===== src/rtl/multi_dataflow_package.sv =====
// Shared types and default widths for the multi-dataflow streamer sink responder.
package multi_dataflow_package;

   localparam int unsigned DEF_ADDR_W = 32;
   localparam int unsigned DEF_DATA_W = 32;
   localparam int unsigned DEF_CNT_W  = 32;

   typedef enum logic {
      ST_IDLE = 1'b0,
      ST_RUN  = 1'b1
   } sink_resp_state_t;

   typedef struct packed {
      logic [DEF_ADDR_W-1:0] base_addr;
      logic [DEF_CNT_W-1:0]  trans_size;
      logic [DEF_CNT_W-1:0]  line_length;
      logic [DEF_ADDR_W-1:0] line_stride;
      logic [DEF_ADDR_W-1:0] step;
   } sink_resp_job_t;

endpackage


===== src/rtl/multi_dataflow_sink_addrgen.sv =====
// Job registers plus word/line counters producing the 2-level TCDM write address.
module multi_dataflow_sink_addrgen #(
   parameter int unsigned ADDR_W = 32,
   parameter int unsigned CNT_W  = 32
) (
   input  logic              clk_i,
   input  logic              rst_ni,
   input  logic              i_load,
   input  logic              i_advance,
   input  logic              i_clear,
   input  logic [ADDR_W-1:0] i_base_addr,
   input  logic [CNT_W-1:0]  i_trans_size,
   input  logic [CNT_W-1:0]  i_line_length,
   input  logic [ADDR_W-1:0] i_line_stride,
   input  logic [ADDR_W-1:0] i_step,
   output logic [ADDR_W-1:0] o_addr,
   output logic [CNT_W-1:0]  o_cnt,
   output logic              o_last
);

   logic [CNT_W-1:0]  r_trans_size;
   logic [CNT_W-1:0]  r_line_len;
   logic [ADDR_W-1:0] r_line_stride;
   logic [ADDR_W-1:0] r_step;
   logic [ADDR_W-1:0] r_line_base;
   logic [ADDR_W-1:0] r_addr;
   logic [CNT_W-1:0]  r_word_cnt;
   logic [CNT_W-1:0]  r_cnt;
   logic              w_line_end;

   assign w_line_end = (r_word_cnt == r_line_len - CNT_W'(1));

   // NOTE: state registers use non-blocking assignments so every register samples pre-edge values.
   always_ff @(posedge clk_i or negedge rst_ni) begin
      if (!rst_ni) begin
         r_trans_size  <= '0;
         r_line_len    <= '0;
         r_line_stride <= '0;
         r_step        <= '0;
         r_line_base   <= '0;
         r_addr        <= '0;
         r_word_cnt    <= '0;
         r_cnt         <= '0;
      end else if (i_clear) begin
         r_line_base <= '0;
         r_addr      <= '0;
         r_word_cnt  <= '0;
         r_cnt       <= '0;
      end else if (i_load) begin
         r_trans_size  <= i_trans_size;
         // A zero line length means the whole transfer is one line.
         r_line_len    <= (i_line_length == '0) ? i_trans_size : i_line_length;
         r_line_stride <= i_line_stride;
         r_step        <= i_step;
         r_line_base   <= i_base_addr;
         r_addr        <= i_base_addr;
         r_word_cnt    <= '0;
         r_cnt         <= '0;
      end else if (i_advance) begin
         r_cnt <= r_cnt + CNT_W'(1);
         if (w_line_end) begin
            r_line_base <= r_line_base + r_line_stride;
            r_addr      <= r_line_base + r_line_stride;
            r_word_cnt  <= '0;
         end else begin
            r_addr     <= r_addr + r_step;
            r_word_cnt <= r_word_cnt + CNT_W'(1);
         end
      end
   end

   assign o_addr = r_addr;
   assign o_cnt  = r_cnt;
   assign o_last = (r_cnt == r_trans_size - CNT_W'(1));

endmodule


===== src/rtl/multi_dataflow_sink_responder.sv =====
// Streamer sink responder: accepts a job from the controller FSM and drains the
// engine stream into TCDM word writes along the address-generator pattern.
module multi_dataflow_sink_responder
   import multi_dataflow_package::*;
#(
   parameter int unsigned ADDR_W = DEF_ADDR_W,
   parameter int unsigned DATA_W = DEF_DATA_W,
   parameter int unsigned CNT_W  = DEF_CNT_W
) (
   input  logic                clk_i,
   input  logic                rst_ni,
   input  logic                clear_i,
   input  logic                req_start_i,
   input  logic [ADDR_W-1:0]   base_addr_i,
   input  logic [CNT_W-1:0]    trans_size_i,
   input  logic [CNT_W-1:0]    line_length_i,
   input  logic [ADDR_W-1:0]   line_stride_i,
   input  logic [ADDR_W-1:0]   step_i,
   output logic                ready_start_o,
   output logic                done_o,
   output logic [CNT_W-1:0]    cnt_o,
   input  logic [DATA_W-1:0]   stream_data_i,
   input  logic [DATA_W/8-1:0] stream_strb_i,
   input  logic                stream_valid_i,
   output logic                stream_ready_o,
   output logic                tcdm_req_o,
   input  logic                tcdm_gnt_i,
   output logic [ADDR_W-1:0]   tcdm_add_o,
   output logic                tcdm_wen_o,
   output logic [DATA_W/8-1:0] tcdm_be_o,
   output logic [DATA_W-1:0]   tcdm_data_o
);

   sink_resp_state_t r_state;
   logic             r_done;
   logic             w_run;
   logic             w_beat;
   logic             w_load;
   logic             w_advance;
   logic             w_last;

   assign w_run     = (r_state == ST_RUN);
   assign w_beat    = w_run & stream_valid_i & tcdm_gnt_i;
   // A beat during clear still happens on the bus but is not counted.
   assign w_load    = ~w_run & req_start_i & ~clear_i;
   assign w_advance = w_beat & ~clear_i;

   always_ff @(posedge clk_i or negedge rst_ni) begin
      if (!rst_ni) begin
         r_state <= ST_IDLE;
         r_done  <= 1'b0;
      end else if (clear_i) begin
         r_state <= ST_IDLE;
         r_done  <= 1'b0;
      end else begin
         case (r_state)
            ST_IDLE: begin
               r_done <= req_start_i && (trans_size_i == '0);
               if (req_start_i && (trans_size_i != '0)) r_state <= ST_RUN;
            end
            ST_RUN: begin
               r_done <= w_beat & w_last;
               if (w_beat && w_last) r_state <= ST_IDLE;
            end
            default: begin
               r_state <= ST_IDLE;
               r_done  <= 1'b0;
            end
         endcase
      end
   end

   multi_dataflow_sink_addrgen #(
      .ADDR_W(ADDR_W),
      .CNT_W (CNT_W)
   ) u_addrgen (
      .clk_i        (clk_i),
      .rst_ni       (rst_ni),
      .i_load       (w_load),
      .i_advance    (w_advance),
      .i_clear      (clear_i),
      .i_base_addr  (base_addr_i),
      .i_trans_size (trans_size_i),
      .i_line_length(line_length_i),
      .i_line_stride(line_stride_i),
      .i_step       (step_i),
      .o_addr       (tcdm_add_o),
      .o_cnt        (cnt_o),
      .o_last       (w_last)
   );

   assign ready_start_o  = ~w_run;
   assign done_o         = r_done;
   assign tcdm_req_o     = w_run & stream_valid_i;
   assign stream_ready_o = w_run & tcdm_gnt_i;
   assign tcdm_wen_o     = 1'b0;
   assign tcdm_be_o      = stream_strb_i;
   assign tcdm_data_o    = stream_data_i;

endmodule


===== config.mk =====
export PLATFORM = sky130hd
export DESIGN_NAME = multi_dataflow_sink_responder
export DESIGN_NICKNAME = d
export VERILOG_FILES = /design/src/rtl/multi_dataflow_package.sv /design/src/rtl/multi_dataflow_sink_addrgen.sv /design/src/rtl/multi_dataflow_sink_responder.sv
export SDC_FILE = /design/constraint.sdc
export NUM_CORES = 1
export LEC_CHECK = 0
export BUFFER_PORTS_ARGS = -buffer_cell sky130_fd_sc_hd__buf_2
export CORE_MARGIN = 1.5
export CORE_UTILIZATION = 40
export DETAILED_ROUTE_END_ITERATION = 6
export GPL_ROUTABILITY_DRIVEN = 0
export SLEW_MARGIN = 10
export SYNTH_ARGS = -nofsm -noshare
export SYNTH_HDL_FRONTEND = slang
export SYNTH_SLANG_ARGS = --single-unit

===== constraint.sdc =====
create_clock -name clk_i -period 3.9 [get_ports clk_i]
set_input_delay 0.195 -clock clk_i [delete_from_list [all_inputs] [get_ports clk_i]]
set_output_delay 0.195 -clock clk_i [all_outputs]
set_load 0.01 [all_outputs]

==> impl_metrics.env <==
export IMPL_viasPerCell=5.74
export IMPL_drtAntennaViolNets=0
export IMPL_die_area_sq_mm=0.0443
export IMPL_worst_r2r_cell_count=12
export IMPL_fin_util=0.505
export IMPL_synth_seq_cells=258
export IMPL_r2r_slack_ps=210
export IMPL_cts_tree="built"
export IMPL_cts_buffer_depth=3
export IMPL_chipWidth_microns=210
export IMPL_synth_ff_type="dfrtp_1"
export IMPL_hp_class="input port to flop"
export IMPL_nNetsFinal=2687
export IMPL_seq_area_frac_synth=0.375
export IMPL_synth_distinct_cells=82
export IMPL_area_delta_synth_final_pct=23.8
export IMPL_final_cell_mix="nand2_1, dfrtp_1, buf_2"
export IMPL_cts_setup_buffers=0
export IMPL_antenna_found_initial=3
export IMPL_slew_violations=0
export IMPL_die_y_microns=210
export IMPL_fmaxAchievable_mhz=271
export IMPL_htreeDepth=2
export IMPL_syn_area_sq_mm=0.0172
export IMPL_tns_ps=0
export IMPL_setup_violations=0
export IMPL_synthCells=2105
export IMPL_wire_per_inst_microns=20.0
export IMPL_hold_slack_ps=16.4
export IMPL_synth_edf_count=0
export IMPL_outcome="finished, final reports clean"
export IMPL_powerDensity_mw_per_mm2=408
export IMPL_drtIter0Drc=1146
export IMPL_async_flop_share=1.00
export IMPL_cap_viol_max_count=0
export IMPL_vdd_drop_max_uv=379
export IMPL_grt_pass1_vias=16804
export IMPL_grt_pass1_wl_microns=92900
export IMPL_synth_nets=2375
export IMPL_clk_pin_slew_worst_paths_ps=60
export IMPL_grt_start_max_net_pins=130
export IMPL_hpwlAfterDp_microns=44200
export IMPL_final_common_cell="nand2_1"
export IMPL_p_leak_uw=0.0101
export IMPL_grt_overflow=0
export IMPL_rr_endpoint="u_addrgen.r_line_base[12]$_DFFE_PN0P_"
export IMPL_p_total_uw=8700
export IMPL_reg2reg_from="u_addrgen.r_line_len[2]$_DFFE_PN0P_"
export IMPL_cts_buffers=34
export IMPL_final_period_utilization=0.946
export IMPL_post_route_min_period_ps=3690
export IMPL_rsz0062_at_grt="no"
export IMPL_crit_type="flop to flop"
export IMPL_relSlewSlack=0.202
export IMPL_cts_root_buf="clkbuf_16"
export IMPL_endpoint="u_addrgen.r_line_base[12]$_DFFE_PN0P_"
export IMPL_startpoint_type="flop"
export IMPL_required_ps=4350
export IMPL_post_route_cells_drive_above_1_share=0.149
export IMPL_dr_pass1_iters=5
export IMPL_drc=0
export IMPL_postSynthAreaPerCell_sq_um=8.18
export IMPL_critPathLaunch="u_addrgen.r_line_len[2]$_DFFE_PN0P_"
export IMPL_insertion_delay_ps=550
export IMPL_cp_max_fo=34
export IMPL_worstMarginPinSlew_ps=1190
export IMPL_wl_microns=59600
export IMPL_hold_viol=0
export IMPL_track_usage=0.268
export IMPL_yosysWarnings=0
export IMPL_io_pin_count=307
export IMPL_start_util=0.408
export IMPL_vias=17095
export IMPL_critPathCaptureType="flop"
export IMPL_clock_sinks=258
export IMPL_port_buffers=233
export IMPL_fp_row_count=75
export IMPL_core_sq_mm=0.0422
export IMPL_fin_skew_ps=19.9
export IMPL_crit_arrival_ps=4140
-- sequential cells by signal, summed over array words and instances, names as in the netlist --
name / count
u_addrgen.r_line_base: 32
r_state: 1
u_addrgen.r_line_len: 32
u_addrgen.r_line_stride: 32
u_addrgen.r_trans_size: 32
u_addrgen.r_step: 32
u_addrgen.o_addr: 32
u_addrgen.o_cnt: 32
u_addrgen.r_word_cnt: 32
done_o: 1
-- stage by stage --
step                instances  instance area [sq um]  worst slack [ps]
floorplan                2105                  17200               484
global placement         2778                  18800               178
detailed placement       2778                  18800               173
CTS                      2979                  21300               157
global route             2980                  21300              16.5
finish                   2980                  21300               209
-- synth_stat cells, types with 6 or more instances --
master      n  area share
a211oi_1   25       0.011
a21boi_0    6      0.0026
a21o_1     32       0.014
a21oi_1   156       0.045
a22oi_1    13      0.0057
a31oi_1    16      0.0058
and2_1      9      0.0033
and3_1     30       0.011
buf_1       6      0.0013
buf_2      10      0.0029
buf_4      38       0.017
clkbuf_1   78       0.017
dfrtp_1   258        0.37
ha_1       66       0.048
inv_1      27      0.0059
mux2i_1    14      0.0081
nand2_1   458        0.10
nand2b_1   10      0.0036
nand3_1    54       0.016
nand4_1    38       0.014
nand4b_1    6      0.0031
nor2_1    159       0.035
nor2b_1     9      0.0033
nor3_1     38       0.011
nor4_1     43       0.016
o211ai_1   13      0.0057
o21a_1      9      0.0039
o21ai_0   130       0.038
o21bai_1    9      0.0039
o22ai_1     9      0.0033
o31ai_1    17      0.0074
or3_1      24      0.0087
or4_1      14      0.0061
xnor2_1    89       0.045
xor2_1     83       0.042
-- worst min-delay path by stage --
stage | cells past startpoint | endpoint | startpoint | slack (ps)
3_3_place_gp | 1 | u_addrgen.o_cnt[9]$_DFFE_PN0P_ | rst_ni | 280
3_5_place_dp | 1 | u_addrgen.o_cnt[9]$_DFFE_PN0P_ | rst_ni | 290
2_1_floorplan | 0 | done_o$_DFF_PN0_ | rst_ni | -100
4_1_cts | 3 | u_addrgen.r_line_len[30]$_DFFE_PN0P_ | line_length_i[30] | 0.9
6_report | 3 | u_addrgen.o_addr[8]$_DFFE_PN0P_ | base_addr_i[8] | 20
5_1_grt | 3 | u_addrgen.o_addr[15]$_DFFE_PN0P_ | base_addr_i[15] | 10
-- metal layers --
metal / GRT usage / vias up / wire (microns)
met5: 0 / - / 17
met4: 0.119 / 4 / 2610
met3: 0.0438 / 142 / 3690
met2: 0.451 / 643 / 28300
met1: 0.337 / 8264 / 25000
li1: - / 8042 / -
-- worst max-delay path, cell delays in order, from the launching register on --
cell,delay [ps]
dfrtp_1,390
buf_4,170
nor4_4,310
nand3_2,210
o31a_1,330
or4b_4,550
nor4_2,280
nand3_1,160
or3_1,390
buf_12,200
a22oi_1,200
nor2_1,90
a2111oi_4,300
-- cell type report --
class                           count  area, sq um
Antenna cell                        1         2.50
Clock buffer                       44          940
Clock inverter                     15          175
Fill cell                        4054        20900
Inverter                           27          101
Multi-Input combinational cell   1684        10000
Sequential cell                   258         6460
Tap cell                          539          674
Timing Repair Buffer              412         2950
-- where the power goes --
group	leakage, uW	internal (uW)	total [uW]	switching, uW
Clock	0.000536	1910	3190	1290
Sequential	0.00337	2950	3270	319
Combinational	0.00617	927	2240	1310
Total	0.0101	5780	8700	2910
-- repair_timing --
item                                    4_1_cts  5_1_grt
resized for setup                             0        5
hold endpoints to repair                    243        0
endpoints found under the setup margin        0       27
hold buffers                                142        0
-- logic make-up after synthesis --
family          Yosys count  share of synthesized area
other cells               1                   0.000218
buf+inv                 163                     0.0463
simple gates            926                      0.249
mux                      18                     0.0110
fa+ha+maj                68                     0.0503
compound gates          499                      0.181
flops                   258                      0.375
xor+xnor                172                     0.0875
Note: power is estimated with default switching activity, not from simulation.
